===== config.mk =====
export PLATFORM = sky130hd
export DESIGN_NAME = rgb_frame_seq_flat
export DESIGN_NICKNAME = d
export VERILOG_FILES = /design/src/rtl/rgb_frame_seq_if.sv /design/src/rtl/rgb_frame_seq.sv /design/src/flat_wrapper.sv
export SDC_FILE = /design/constraint.sdc
export NUM_CORES = 1
export LEC_CHECK = 0
export BUFFER_PORTS_ARGS = -buffer_cell sky130_fd_sc_hd__buf_2
export CORE_MARGIN = 10
export CORE_UTILIZATION = 49
export DETAILED_ROUTE_END_ITERATION = 6
export PLACE_DENSITY = 0.76
export RECOVER_POWER = 50
export SYNTH_ARGS = -nofsm -noshare
export SYNTH_HDL_FRONTEND = slang
export SYNTH_SLANG_ARGS = --single-unit

===== constraint.sdc =====
create_clock -name clk -period 3.3 [get_ports clk]
set_clock_uncertainty 0.2 [all_clocks]
set_input_delay 0.495 -clock clk [delete_from_list [all_inputs] [get_ports clk]]
set_output_delay 0.495 -clock clk [all_outputs]
set_load 0.005 [all_outputs]

===== src/rtl/rgb_frame_seq_if.sv =====
// Pixel RAM read port and RGBW FIFO write port as seen by rgb_frame_seq.
// The sequencer uses the master modport; the RAM/FIFO side uses slave.
interface rgb_frame_seq_if #(
    parameter int ADDR_W = 8
);
    logic              out_pix_rd_en;
    logic [ADDR_W-1:0] out_pix_addr;
    logic [23:0]       in_pix_data;
    logic              in_wr_fifo_full;
    logic              out_wr_fifo_en;
    logic [31:0]       out_wr_fifo_data;

    modport master (
        output out_pix_rd_en, out_pix_addr, out_wr_fifo_en, out_wr_fifo_data,
        input  in_pix_data, in_wr_fifo_full
    );

    modport slave (
        input  out_pix_rd_en, out_pix_addr, out_wr_fifo_en, out_wr_fifo_data,
        output in_pix_data, in_wr_fifo_full
    );
endinterface


===== src/rtl/rgb_frame_seq.sv =====
// Frame sequencer: pixel RAM -> RGBW FIFO words plus a stream-reset word per frame.
// Optional test-pattern source is enabled with `define FSEQ_TEST_PATTERN_EN.
module rgb_frame_seq #(
    parameter int ADDR_W     = 8,
    parameter int FRAME_CLKS = 1600000
) (
    input  logic            clk,
    input  logic            rst,
    input  logic            in_enable,
    input  logic [ADDR_W:0] in_num_pix,
`ifdef FSEQ_TEST_PATTERN_EN
    input  logic            in_test_mode,
`endif
    rgb_frame_seq_if.master bus,
    output logic            out_busy,
    output logic            out_frame_done,
    output logic            out_overrun
);
    localparam int                TWIDTH   = $clog2(FRAME_CLKS + 1);
    localparam logic [TWIDTH-1:0] T_RELOAD = TWIDTH'(FRAME_CLKS - 1);
    localparam logic [ADDR_W:0]   MAX_PIX  = {1'b1, {ADDR_W{1'b0}}};
    localparam logic [31:0]       RST_WORD = 32'hC000_0000;

    // state      | meaning
    // IDLE       | waiting for in_enable    RD_REQ/RD_WAIT | RAM read, data captured
    // WR_PIX     | write pixel word         WR_RST         | write stream-reset word
    // WAIT_FRAME | wait for frame timer, or drop to IDLE when disabled
    typedef enum logic [2:0] {IDLE, RD_REQ, RD_WAIT, WR_PIX, WR_RST, WAIT_FRAME} state_t;

    state_t            r_state, w_state_nxt, w_first;
    logic [TWIDTH-1:0] r_timer;
    logic [ADDR_W:0]   r_cnt, r_pix, w_pix_inc, w_num_clamp;
    logic [ADDR_W-1:0] r_addr;
    logic [23:0]       r_hold;
    logic              r_late, r_test, w_test_in, w_start, w_full;
    logic [31:0]       w_pix_word;

    assign w_full      = bus.in_wr_fifo_full;
    assign w_pix_inc   = r_pix + 1'b1;
    assign w_num_clamp = (in_num_pix > MAX_PIX) ? MAX_PIX : in_num_pix;

`ifdef FSEQ_TEST_PATTERN_EN
    logic [7:0] r_frame_cnt, w_g;
    assign w_test_in  = in_test_mode;
    assign w_g        = 8'(r_pix);
    assign w_pix_word = r_test ? {8'h80, w_g, ~w_g, r_frame_cnt} : {8'h80, r_hold};

    always_ff @(posedge clk) begin
        if (rst)
            r_frame_cnt <= '0;
        else if (r_state == WR_RST && !w_full)
            r_frame_cnt <= r_frame_cnt + 8'd1;
    end
`else
    assign w_test_in  = 1'b0;
    assign w_pix_word = {8'h80, r_hold};
`endif

    always_comb begin
        w_first     = (w_num_clamp == '0) ? WR_RST : (w_test_in ? WR_PIX : RD_REQ);
        w_start     = 1'b0;
        w_state_nxt = r_state;
        case (r_state)
            IDLE: begin
                if (in_enable) begin
                    w_start     = 1'b1;
                    w_state_nxt = w_first;
                end
            end
            RD_REQ:  w_state_nxt = RD_WAIT;
            RD_WAIT: w_state_nxt = WR_PIX;
            WR_PIX: begin
                if (!w_full)
                    w_state_nxt = (w_pix_inc < r_cnt) ? (r_test ? WR_PIX : RD_REQ) : WR_RST;
            end
            WR_RST: begin
                if (!w_full)
                    w_state_nxt = WAIT_FRAME;
            end
            WAIT_FRAME: begin
                if (!in_enable) begin
                    w_state_nxt = IDLE;
                end else if (r_timer == '0) begin
                    w_start     = 1'b1;
                    w_state_nxt = w_first;
                end
            end
            default: w_state_nxt = IDLE;
        endcase
    end

    // Outputs are decoded from state; rst forces them low in the same clk.
    always_comb begin
        bus.out_pix_rd_en    = 1'b0;
        bus.out_pix_addr     = '0;
        bus.out_wr_fifo_en   = 1'b0;
        bus.out_wr_fifo_data = '0;
        out_busy             = 1'b0;
        out_frame_done       = 1'b0;
        out_overrun          = 1'b0;
        if (!rst) begin
            bus.out_pix_rd_en = (r_state == RD_REQ);
            bus.out_pix_addr  = r_addr;
            out_busy          = (r_state inside {RD_REQ, RD_WAIT, WR_PIX, WR_RST});
            out_overrun       = (r_state == WAIT_FRAME) && in_enable && r_late;
            if (r_state == WR_PIX) begin
                bus.out_wr_fifo_en   = !w_full;
                bus.out_wr_fifo_data = w_pix_word;
            end else if (r_state == WR_RST) begin
                bus.out_wr_fifo_en   = !w_full;
                bus.out_wr_fifo_data = RST_WORD;
                out_frame_done       = !w_full;
            end
        end
    end

    always_ff @(posedge clk) begin
        if (rst) begin
            r_state <= IDLE;
            r_timer <= '0;
            r_cnt   <= '0;
            r_pix   <= '0;
            r_addr  <= '0;
            r_hold  <= '0;
            r_late  <= 1'b0;
            r_test  <= 1'b0;
        end else begin
            r_state <= w_state_nxt;
            if (w_start)
                r_timer <= T_RELOAD;
            else if (r_timer != '0)
                r_timer <= r_timer - 1'b1;
            if (w_start) begin
                r_cnt  <= w_num_clamp;
                r_pix  <= '0;
                r_test <= w_test_in;
            end
            if (w_state_nxt == RD_REQ)
                r_addr <= w_start ? '0 : w_pix_inc[ADDR_W-1:0];
            if (r_state == RD_WAIT)
                r_hold <= bus.in_pix_data;
            if (r_state == WR_PIX && !w_full)
                r_pix <= w_pix_inc;
            // Late means the timer had already expired before this frame finished.
            if (r_state == WR_RST && !w_full)
                r_late <= (r_timer == '0);
        end
    end
endmodule

===== src/flat_wrapper.sv =====
// flat-port wrapper written by rule: the top's interface ports become plain ports
module rgb_frame_seq_flat 
#(
    parameter int ADDR_W     = 8,
    parameter int FRAME_CLKS = 1600000
)
  (clk, rst, in_enable, in_num_pix, out_busy, out_frame_done, out_overrun, bus_out_pix_rd_en, bus_out_pix_addr, bus_out_wr_fifo_en, bus_out_wr_fifo_data, bus_in_pix_data, bus_in_wr_fifo_full);
  rgb_frame_seq_if #(.ADDR_W(ADDR_W)) bus_i ();
  input  logic clk;
  input  logic rst;
  input  logic in_enable;
  input  logic [ADDR_W:0] in_num_pix;
  output logic out_busy;
  output logic out_frame_done;
  output logic out_overrun;
  output wire logic [$bits(bus_i.out_pix_rd_en)-1:0] bus_out_pix_rd_en;
  output wire logic [$bits(bus_i.out_pix_addr)-1:0] bus_out_pix_addr;
  output wire logic [$bits(bus_i.out_wr_fifo_en)-1:0] bus_out_wr_fifo_en;
  output wire logic [$bits(bus_i.out_wr_fifo_data)-1:0] bus_out_wr_fifo_data;
  input wire logic [$bits(bus_i.in_pix_data)-1:0] bus_in_pix_data;
  input wire logic [$bits(bus_i.in_wr_fifo_full)-1:0] bus_in_wr_fifo_full;
  assign bus_out_pix_rd_en = bus_i.out_pix_rd_en;
  assign bus_out_pix_addr = bus_i.out_pix_addr;
  assign bus_out_wr_fifo_en = bus_i.out_wr_fifo_en;
  assign bus_out_wr_fifo_data = bus_i.out_wr_fifo_data;
  assign bus_i.in_pix_data = bus_in_pix_data;
  assign bus_i.in_wr_fifo_full = bus_in_wr_fifo_full;
  rgb_frame_seq #(.ADDR_W(ADDR_W), .FRAME_CLKS(FRAME_CLKS)) u_core (.clk(clk), .rst(rst), .in_enable(in_enable), .in_num_pix(in_num_pix), .bus(bus_i), .out_busy(out_busy), .out_frame_done(out_frame_done), .out_overrun(out_overrun));
endmodule

* Word level (Yosys, flattened, before mapping)
Index checks and enable logic that the tools add are counted.
Storage, ports and cells: input port bits 37, flip-flop bits (word level) 75, output and inout bits 45, word-level logic and storage cells 61
Operators by class: order comparisons 2, reduce and logical (&&, ||, !) cells 13, eq/ne operators 6, multiplexer cells 30, add/subtract/negate cells 2
Operator list (number):
- 32-bit 2-to-1 mux | 3
- 21-bit 2-to-1 mux | 2
- 9-bit 2-to-1 mux | 3
- 21-bit logical NOT | 1
- 3-bit 2-to-1 mux | 7
- 21-bit nonzero test | 1
- 21-bit by 1-bit subtractor with 21-bit output, second input constant | 1
- 3-bit one-hot mux with 6 select lines | 1
- 8-bit 2-to-1 mux | 2
- 1-bit 2-to-1 mux | 11
- 9-bit by 1-bit adder with 9-bit output, second input constant | 1
- 9-bit > comparator, second input constant | 1
- 9-bit logical NOT | 1
- 9-bit < comparator | 1
- 3-bit by 1-bit equality test with 1-bit output, second input constant | 2
- 3-bit by 2-bit equality test with 1-bit output, second input constant | 2
- 3-bit equality test, second input constant | 2
- 1-bit logical AND | 4
- 2-bit nonzero test | 2
- 4-bit nonzero test | 1
- 3-bit logical NOT | 1
- 1-bit one-hot mux with 2 select lines | 1
- 2-bit OR reduction | 1
- 1-bit logical NOT | 1

* Longest topological paths before layout
Gate-level depths: netlist of run 1.
depth in word-level cells 8, depth in mapped cells 13, mapped depth without buffers 12

* Least setup slack after synthesis of run 1
No wires, ideal clock.
path type reg2reg, start point reg u_core.r_timer[0], end point reg u_core.r_addr[0], library setup time 0.101 ns, data required time 2.999 ns, buffers on the path 3, arrival time 2.957 ns, setup slack 0.042 ns, cell stages (with the launch flop) 12, clock period less this slack 3.258 ns, cell sequence dfxtp_1 > inv_1 > ha_1 > or4b_1 > or4_4 > buf_6 > or2_0 > buf_6 > a2111o_1 > or2_0 > buf_6 > o41ai_1
On the way: word-level cells in the longest chain between the ends 5, elaborated cells on any way between the ends 9, those cells by class 1 x eq/ne; 7 x mux; 1 x reduce/logical
Ends and longest elaborated chain:
- from (decl) | RTL line rgb_frame_seq.sv:31 | logic [TWIDTH-1:0] r_timer;
- from (signal assigned) | RTL line rgb_frame_seq.sv:132 | r_timer <= r_timer - 1'b1;
- 21-bit logical NOT (*) | RTL line rgb_frame_seq.sv:83 | end else if (r_timer == '0) begin
- 3-bit 2-to-1 mux or 1-bit 2-to-1 mux (tied branches) | RTL line rgb_frame_seq.sv:83
- 3-bit 2-to-1 mux or 1-bit 2-to-1 mux (tied branches) | RTL line rgb_frame_seq.sv:81 | if (!in_enable) begin
- 3-bit one-hot mux with 6 select lines or 1-bit one-hot mux with 2 select lines (tied branches) | RTL line rgb_frame_seq.sv:63 | case (r_state)
- 3-bit by 1-bit equality test with 1-bit output or 8-bit 2-to-1 mux (tied branches) | RTL line rgb_frame_seq.sv:138, rgb_frame_seq.sv:139
- to (signal assigned) | RTL line rgb_frame_seq.sv:139 | r_addr <= w_start ? '0 : w_pix_inc[ADDR_W-1:0];
- to (decl) | RTL line rgb_frame_seq.sv:33 | logic [ADDR_W-1:0] r_addr;
Mark *: on every way between the ends. The rest lies on a longest branch, timed or not. A chain may end at the register's enable or synchronous reset.

* Worst setup path in the final report of run 1
start point reg u_core.r_pix[2], end point reg u_core.r_addr[0]
On the way: word-level cells in the longest chain between the ends 6
Ends and longest elaborated chain:
- from (decl) | RTL line rgb_frame_seq.sv:32 | logic [ADDR_W:0] r_cnt, r_pix, w_pix_inc, w_num_clamp;
- from (signal assigned) | RTL line rgb_frame_seq.sv:143 | r_pix <= w_pix_inc;
- 9-bit by 1-bit adder with 9-bit output | RTL line rgb_frame_seq.sv:39 | assign w_pix_inc = r_pix + 1'b1;
- 9-bit < comparator | RTL line rgb_frame_seq.sv:74 | w_state_nxt = (w_pix_inc < r_cnt) ? (r_test ? WR_PIX : RD_REQ) : WR_RST;
- 3-bit 2-to-1 mux | RTL line rgb_frame_seq.sv:74
- 3-bit 2-to-1 mux | RTL line rgb_frame_seq.sv:73 | if (!w_full)
- 3-bit one-hot mux with 6 select lines | RTL line rgb_frame_seq.sv:63
- 3-bit by 1-bit equality test with 1-bit output | RTL line rgb_frame_seq.sv:138 | if (w_state_nxt == RD_REQ)
No other way between the ends.

==> results.md, run 1 <==
* Status: finished, final reports clean
* Worst slack, placed at -0.0391 ns
* Max incr delay on CP at 0.41 ns
* Leading post-synthesis cells by cell area: dfxtp_1 40%, a21oi_1 8.0%, nand2_1 6.7%, and2_1 4.5%, ha_1 3.3%
* Worst Path Required at 3.34 ns
* Actual slew at the worst max-slew pin at 1.27 ns
* FF-to-FF Start: u_core.r_pix[2]
* Internal at roughly 1.5 mW
* CTS tree: built
* Total Nets Final at slightly below 600
* Hold Crit Class: in2reg
* Critical setup path kind: reg2reg
* CP max FO at 8
* Final HPWL DP at 6.84 mm
* Register-to-register setup slack at 0.09 ns
* Total GRT Usage at between 10% and 20%
* CTS clk-pin slew, worst paths at 0.09 ns
* Number of global-route vias before repair at 3,280
* Height of the die at 107 um
* Worst R2R End: u_core.r_addr[0]
* Post-Route WL at 9.57 mm
* Cell area after layout at around 4500 um^2
* H-tree levels at 3
* Io pins at 82
* Hold Fails Final Rpt at 0
* DRT antenna net count at 0
* Num CTS Buffers at 9
* Initial Utilization at 51.2%
* Placed Instances at 632
* Worst setup SP type: register
* Die Wd at 107 um
* Power share of the sequential group at 48.1%
* Placed cell areas at ~4200 um^2
* Root Driver: clkbuf_8
* Worst Setup End Kind: register
* Synth Register Bits at 75
* Maximum root-to-sink buffer count at 2
* Num rows at 31
* Routability cong. at 0.816
* Hold Crit Depth at 3
* Max cap viols at 0
* Tcrit/Tclk final at 97.4%
* Area delta synth->final at 19.4%
* Lkg Pwr at 1.78 nW
* # port buffers at between 70 and 80
* Biggest area consumer among synthesized cells: dfxtp_1
* Die Footprint at 11,600 um^2
* R2R cell count at 12
* Clk network pwr share at 34.0%
* Async S/R FF share, synth at 0%
* Number of synthesis warnings at 0
* DRT Pass-1 Iters at 4
* Most used flip-flop cell after synthesis: dfxtp_1
* Psw at 630 uW
* Sink Count at 75
* Fmax at 0.311 GHz
* Relative slew slack at 15.2%
* Initial antenna violation count at 0
* Power per Cell Area at approximately 470 nW/um^2
* Wire per inst at 14.7 um
* Switching portion of total power at 29.8%
* Overall Power at 2.11 mW
* Via density at 5.35
* Fin worst setup slack at 0.0860 ns
* Peak supply drop at ~0.3 mV
* Synth top area share at 40.0%
* First-pass GRT wire length at 15.4 mm
* Total number of vias at around 3,500
* Antenna cells at 0
* Initial DRC Count at roughly 180
* EDFF count, synth at 0
* Cells after synthesis at 472
* CP Data Arrival Time at 3.25 ns
* DRC Markers at 0
* GR Overflow Total at 0
* Non-filler cells, final at 649
* Core area at 7330 um^2
* Min Tclk post-route at 3.21 ns
* Slowest stage cell, crit path: dfxtp_2
* Final-report setup violation count at 0
* Clock latency on the worst-skew pair at 0.36 ns
* Synthesized cell area at 3750 um^2
* Synth cell types at 46
* Syn avg cell area at 7.94 um^2
* Layout cells sized above 1 at 20.4%
* Pins Over Slew Limit at 0
* Worst hold path startpoint: bus_in_pix_data[6]
* Register area share after synthesis at between 40% and 50%
* Largest net degree at the start of global routing at 32
* Crit-path cells: and4_1 > nand4_1 > xor2_2 > inv_1 > ha_1 > a41o_1 > a21oi_2 > a31oi_1 > a2111o_1 > buf_4 > o21ai_0 > o41ai_2
* Combinational group share of total power at 17.9%
* Worst Hold End: u_core.r_hold[6]
-- routing by layer --
| layer | vias up | share of wire, % | track usage, % |
|---|---|---|---|
| li1 | 1744 | - | - |
| met1 | 1613 | 43 | 19.9 |
| met2 | 104 | 47 | 25.6 |
| met3 | 13 | 8.4 | 4.79 |
| met4 | 0 | 1.4 | 6.30 |
| met5 | - | 0 | 0 |
-- cells by family (layout without fill, tap and decap cells) --
logic type      after synthesis  in the layout  synth area share (%)
simple gates                205            205                  28.4
compound gates              106            106                  16.2
flops                        75             75                  40.0
buf+inv                      51            124                  6.31
xor+xnor                     24             24                  5.61
fa+ha+maj                    10             10                  3.34
other cells                   1              6                 0.100
-- per-stage QoR --
step / utilization (%) / hold WS (ns) / setup TNS (ns)
6_report: 61.1 / 0.158 / 0
3_3_place_gp: 57.5 / 0.237 / 0
2_1_floorplan: - / 0.232 / 0
4_1_cts: 60.4 / 0.157 / 0
5_1_grt: 61.1 / 0.160 / -0.0542
3_5_place_dp: 57.5 / 0.244 / -0.119
-- layout make-up --
cell class | instances | area (um^2)
clock inverters | 7 | 76.3
clock buffers | 9 | 124
fillers | 640 | 2850
multi-input cells | 351 | 2120
repair buffers | 93 | 474
inverters | 15 | 56.3
flip-flops and latches | 75 | 1510
well taps | 99 | 124
-- Yosys cell counts (4+ instances only) --
| cell | count |
|---|---|
| a21oi_1 | 60 |
| a31oi_1 | 8 |
| and2_1 | 27 |
| buf_4 | 6 |
| clkbuf_1 | 27 |
| dfxtp_1 | 75 |
| ha_1 | 10 |
| inv_1 | 15 |
| nand2_1 | 67 |
| nand2b_1 | 5 |
| nand3_1 | 14 |
| nand3b_1 | 11 |
| nand4_1 | 4 |
| nor2_1 | 23 |
| nor2b_1 | 10 |
| nor3_1 | 18 |
| nor4_1 | 4 |
| o21ai_0 | 18 |
| o31ai_1 | 5 |
| o41ai_1 | 5 |
| xnor2_1 | 11 |
| xor2_1 | 13 |
-- what timing repair did --
action	4_1_cts	5_1_grt
hold buffers	0	0
pin swaps	0	3
resized for setup	3	16
endpoints found under the setup margin	6	8
buffers inserted	0	1
-- critical path: cells and delay by family (launching register included) --
family	cells	cell delay, ns
adder cells (fa/ha/maj)	1	0.32
buffers and inverters	2	0.26
flip-flops	1	0.41
AO/OA/AOI/OAI	6	1.21
AND/OR/NAND/NOR	2	0.41
XOR/XNOR	1	0.27
-- cell usage in the layout, fill, tap and decap left out, drive strengths merged, types with 6 or more instances in the layout --
cell,Yosys,final
a21oi,60,60
a31oi,8,8
and2,28,28
buf,9,68
clkbuf,27,34
conb,1,6
dfxtp,75,75
ha,10,10
inv,15,17
nand2,67,67
nand3,14,14
nand3b,11,11
nor2,23,23
nor2b,10,10
nor3,18,18
o21ai,18,18
xnor2,11,11
xor2,13,13
-- sequential cells by signal, summed over array words and instances (netlist names) --
signal,cells
u_core.r_pix,9
u_core.r_addr,8
u_core.r_late,1
u_core.r_hold,24
u_core.r_state,3
u_core.r_cnt,9
u_core.r_timer,21
-- power by group through the flow --
stage	sequential [mW]	combinational [mW]	clock [mW]
2_1_floorplan	1.02	0.276	0
3_3_place_gp	1.03	0.358	0
3_5_place_dp	1.04	0.365	0
4_1_cts	1.01	0.370	0.723
5_1_grt	1.02	0.423	0.762
6_report	1.01	0.377	0.718
-- worst max-delay path by stage --
stage                       from          endpoint  slack (ns)  cells past startpoint
4_1_cts          u_core.r_pix[1]  u_core.r_addr[0]       0.008                     12
2_1_floorplan  u_core.r_timer[0]  u_core.r_addr[0]        0.04                     11
5_1_grt          u_core.r_pix[2]  u_core.r_addr[0]       -0.03                     11
3_5_place_dp     u_core.r_pix[1]  u_core.r_addr[4]       -0.04                     12
3_3_place_gp     u_core.r_pix[0]  u_core.r_addr[4]        0.08                     12
6_report         u_core.r_pix[2]  u_core.r_addr[0]        0.09                     12
Power figures use the tool's default switching activity.
==> run 2, diff against run 1 <==
- ABC_AREA: default -> 1
- CORE_UTILIZATION: 49 -> 50
- PLACE_DENSITY: 0.76 -> 0.77
- RECOVER_POWER: 50 -> 25
- SETUP_SLACK_MARGIN: default -> 0.05
==> run 2 against run 1 <==
- combinational power is 67% higher
- final area is 2.7% higher
- critical endpoint is now u_core.r_addr[4]
- sequential power is 8% higher
- critical path type unchanged
- largest cell class unchanged
- via count is 10% higher
- cell count is 19% higher
- hold slack better by 0.058 ns
- highest routed layer unchanged
- worst setup slack better by 0.27 ns
- core utilization is 1.9 points lower
==> results.md, run 2 <==
* Number of global-route vias before repair at approximately 3,700
* Leading post-synthesis cells by cell area: dfxtp_1 38%, nor2_1 9.6%, nand2_1 8.7%, inv_1 8.6%, a21oi_1 5.5%
* Final HPWL DP at about 7.4 mm
* Root Driver: clkbuf_8
* RSZ-0062 raised after global routing: false
* Cell area after layout at 4600 um^2
* Synth Register Bits at 75
* Clock latency on the worst-skew pair at between 0.3 and 0.4 ns
* Most common cell after layout, fill and taps aside: nor2_1
* Most used flip-flop cell after synthesis: dfxtp_1
* Syn avg cell area at 6.69 um^2
* Synth cell types at 40
* GR Overflow Total at 0
* Relative slew slack at 14.0%
* EDFF count, synth at 0
* Synthesized cell area at approximately 4000 um^2
* H-tree levels at 3
* Area delta synth->final at 15.1%
* Synth top area share at 37.6%
* Io pins at 82
* Setup tns final at 0 ns
* Actual slew at the worst max-slew pin at 1.29 ns
* Most frequent cell after synthesis: nor2_1
* Cells after synthesis at just under 600
* Worst Setup End Kind: register
* DRC Markers at 0
* Final-report setup violation count at 0
* Power per Cell Area at 538 nW/um^2
* Total Nets Final at 713
* Biggest registers after layout: u_core.r_hold: 24 flops, u_core.r_timer: 21 flops
* Hold Fails Final Rpt at 0
* Maximum root-to-sink buffer count at 2
* Number of synthesis warnings at 0
* Biggest area consumer among synthesized cells: dfxtp_1
* Tcrit/Tclk final at 89.4%
* CTS Hold Buffers Added at 0
* Internal at 1.66 mW
* Combinational group share of total power at 25.5%
* Switching portion of total power at 32.7%
* Total GRT Usage at between 10% and 20%
* Lkg Pwr at around 2.3 nW
* Num rows at 32
* Worst Path Required at 3.40 ns
* CTS clk-pin slew, worst paths at around 0.080 ns
* Commonest non-fill, non-tap cells in the layout: 103 x nor2_1, 93 x inv_1, 93 x nand2_1
* Setup bufs post-CTS at 0
* Num CTS Buffers at 9
* Initial antenna violation count at 0
* Register area share after synthesis at 37.6%
* Fmax at between 0.3 and 0.4 GHz
* Die Wd at 109 um
* Layout cells sized above 1 at 19.0%
* Largest Register: u_core.r_hold
* Core area at approximately 8000 um^2
* Min Tclk post-route at 2.95 ns
* CTS tree: built
* CP Data Arrival Time at 3.05 ns
* Initial Utilization at 51.4%
* Peak supply drop at 0.226 mV
* Initial DRC Count at 130
* Post-Route Utilization at 59.2%
* Total number of vias at 3,821
* Routability cong. at 0.868
* Max reg flops at 24
* Overall Power at 2.47 mW
* Hold Crit Class: in2reg
* Most frequent cells after synthesis: 102 x nor2_1, 93 x nand2_1, 92 x inv_1
* Largest net degree at the start of global routing at 53
* Height of the die at 109 um
* Power share of the sequential group at 44.0%
* Via density at 4.95
* Async S/R FF share, synth at 0%
* # port buffers at 75
* Psw at 808 uW
* DRT antenna net count at 0
* Post_cts resized at 0
* Critical setup path kind: reg2reg
* CP max FO at 15
* Status: finished, final reports clean
* Sink Count at 75
* Clk network pwr share at 30.5%
* DRT Pass-1 Iters at 5
* Wire per inst at 12.4 um
* Die Footprint at 12,000 um^2
* Antenna cells at 0
* Max cap viols at 0
* Hold WS at roughly 0.22 ns
* Placed cell areas at around 4400 um^2
* Pins Over Slew Limit at 0
* Post-Route WL at roughly 9.6 mm
* Worst setup SP type: register
* First-pass GRT wire length at 16.2 mm
-- run 2: cell count changes after synthesis, sizes merged, moves of 14 or more --
cell | before | now
and2 | 28 | 1
inv | 15 | 104
nand2 | 67 | 98
nor2 | 23 | 114
o21ai | 18 | 45
a21oi | 60 | 46
-- run 2: worst max-delay path: stages (launching register included) --
cell	delay, ns
dfxtp_1	0.40
ha_1	0.20
and3_1	0.20
nand4_1	0.10
nor2_1	0.13
xnor2_1	0.12
inv_1	0.07
ha_1	0.28
a21o_1	0.18
nor2_1	0.10
nand3_1	0.11
nand2_1	0.08
nand3_1	0.10
nor2_4	0.17
nand3_4	0.17
nand2_1	0.11
nand2_1	0.06
nor2_1	0.09
-- run 2: cell type report --
type | instances | area, um^2
Clock buffer | 10 | 128
Clock inverter | 5 | 78.8
Fill cell | 748 | 3170
Inverter | 105 | 394
Multi-Input combinational cell | 395 | 1960
Sequential cell | 75 | 1500
Tap cell | 102 | 128
Timing Repair Buffer | 80 | 408
-- run 2: stage by stage --
stage	setup WS, ns	std cells
final	0.351	772
after CTS	0.351	772
after global routing	0.0533	772
after floorplan	0.578	602
after detailed placement	0.376	757
after global placement	0.484	757
-- run 2: power by group through the flow --
stage / clock, mW / sequential [mW] / combinational, mW
after floorplan: 0 / 1.09 / 0.517
after global routing: 0.802 / 1.10 / 0.733
after global placement: 0 / 1.11 / 0.610
final: 0.754 / 1.09 / 0.630
after detailed placement: 0 / 1.11 / 0.631
after CTS: 0.764 / 1.09 / 0.635
-- run 2: metal layers --
| metal | vias to the layer above | part of all wire [%] | GRT usage (%) |
|---|---|---|---|
| li1 | 1995 | - | - |
| met1 | 1753 | 41 | 17.9 |
| met2 | 60 | 54 | 30.7 |
| met3 | 13 | 4.1 | 4.27 |
| met4 | 0 | 1.3 | 5.02 |
| met5 | - | 0 | 0 |
-- run 2: final timing paths --
kind	start	cells after the start	slack (ns)	endpoint
worst max-delay path	u_core.r_pix[0]	17	0.35	u_core.r_addr[4]
worst min-delay path	in_num_pix[7]	3	0.22	u_core.r_cnt[7]
worst max register to register	u_core.r_pix[0]	17	0.35	u_core.r_addr[4]
worst min register to register	u_core.r_hold[17]	2	0.25	u_core.r_hold[17]
-- run 2: cells by family after synthesis --
| group | Yosys count | synth area share [%] |
|---|---|---|
| and+or+nand+nor | 264 | 29.1 |
| adders and majority gates | 10 | 3.13 |
| DFF | 75 | 37.6 |
| xor gates and xnor gates | 12 | 2.63 |
| buffers and inverters | 132 | 13.7 |
| other | 1 | 0.0938 |
| AOI/OAI and AO/OA | 103 | 13.8 |
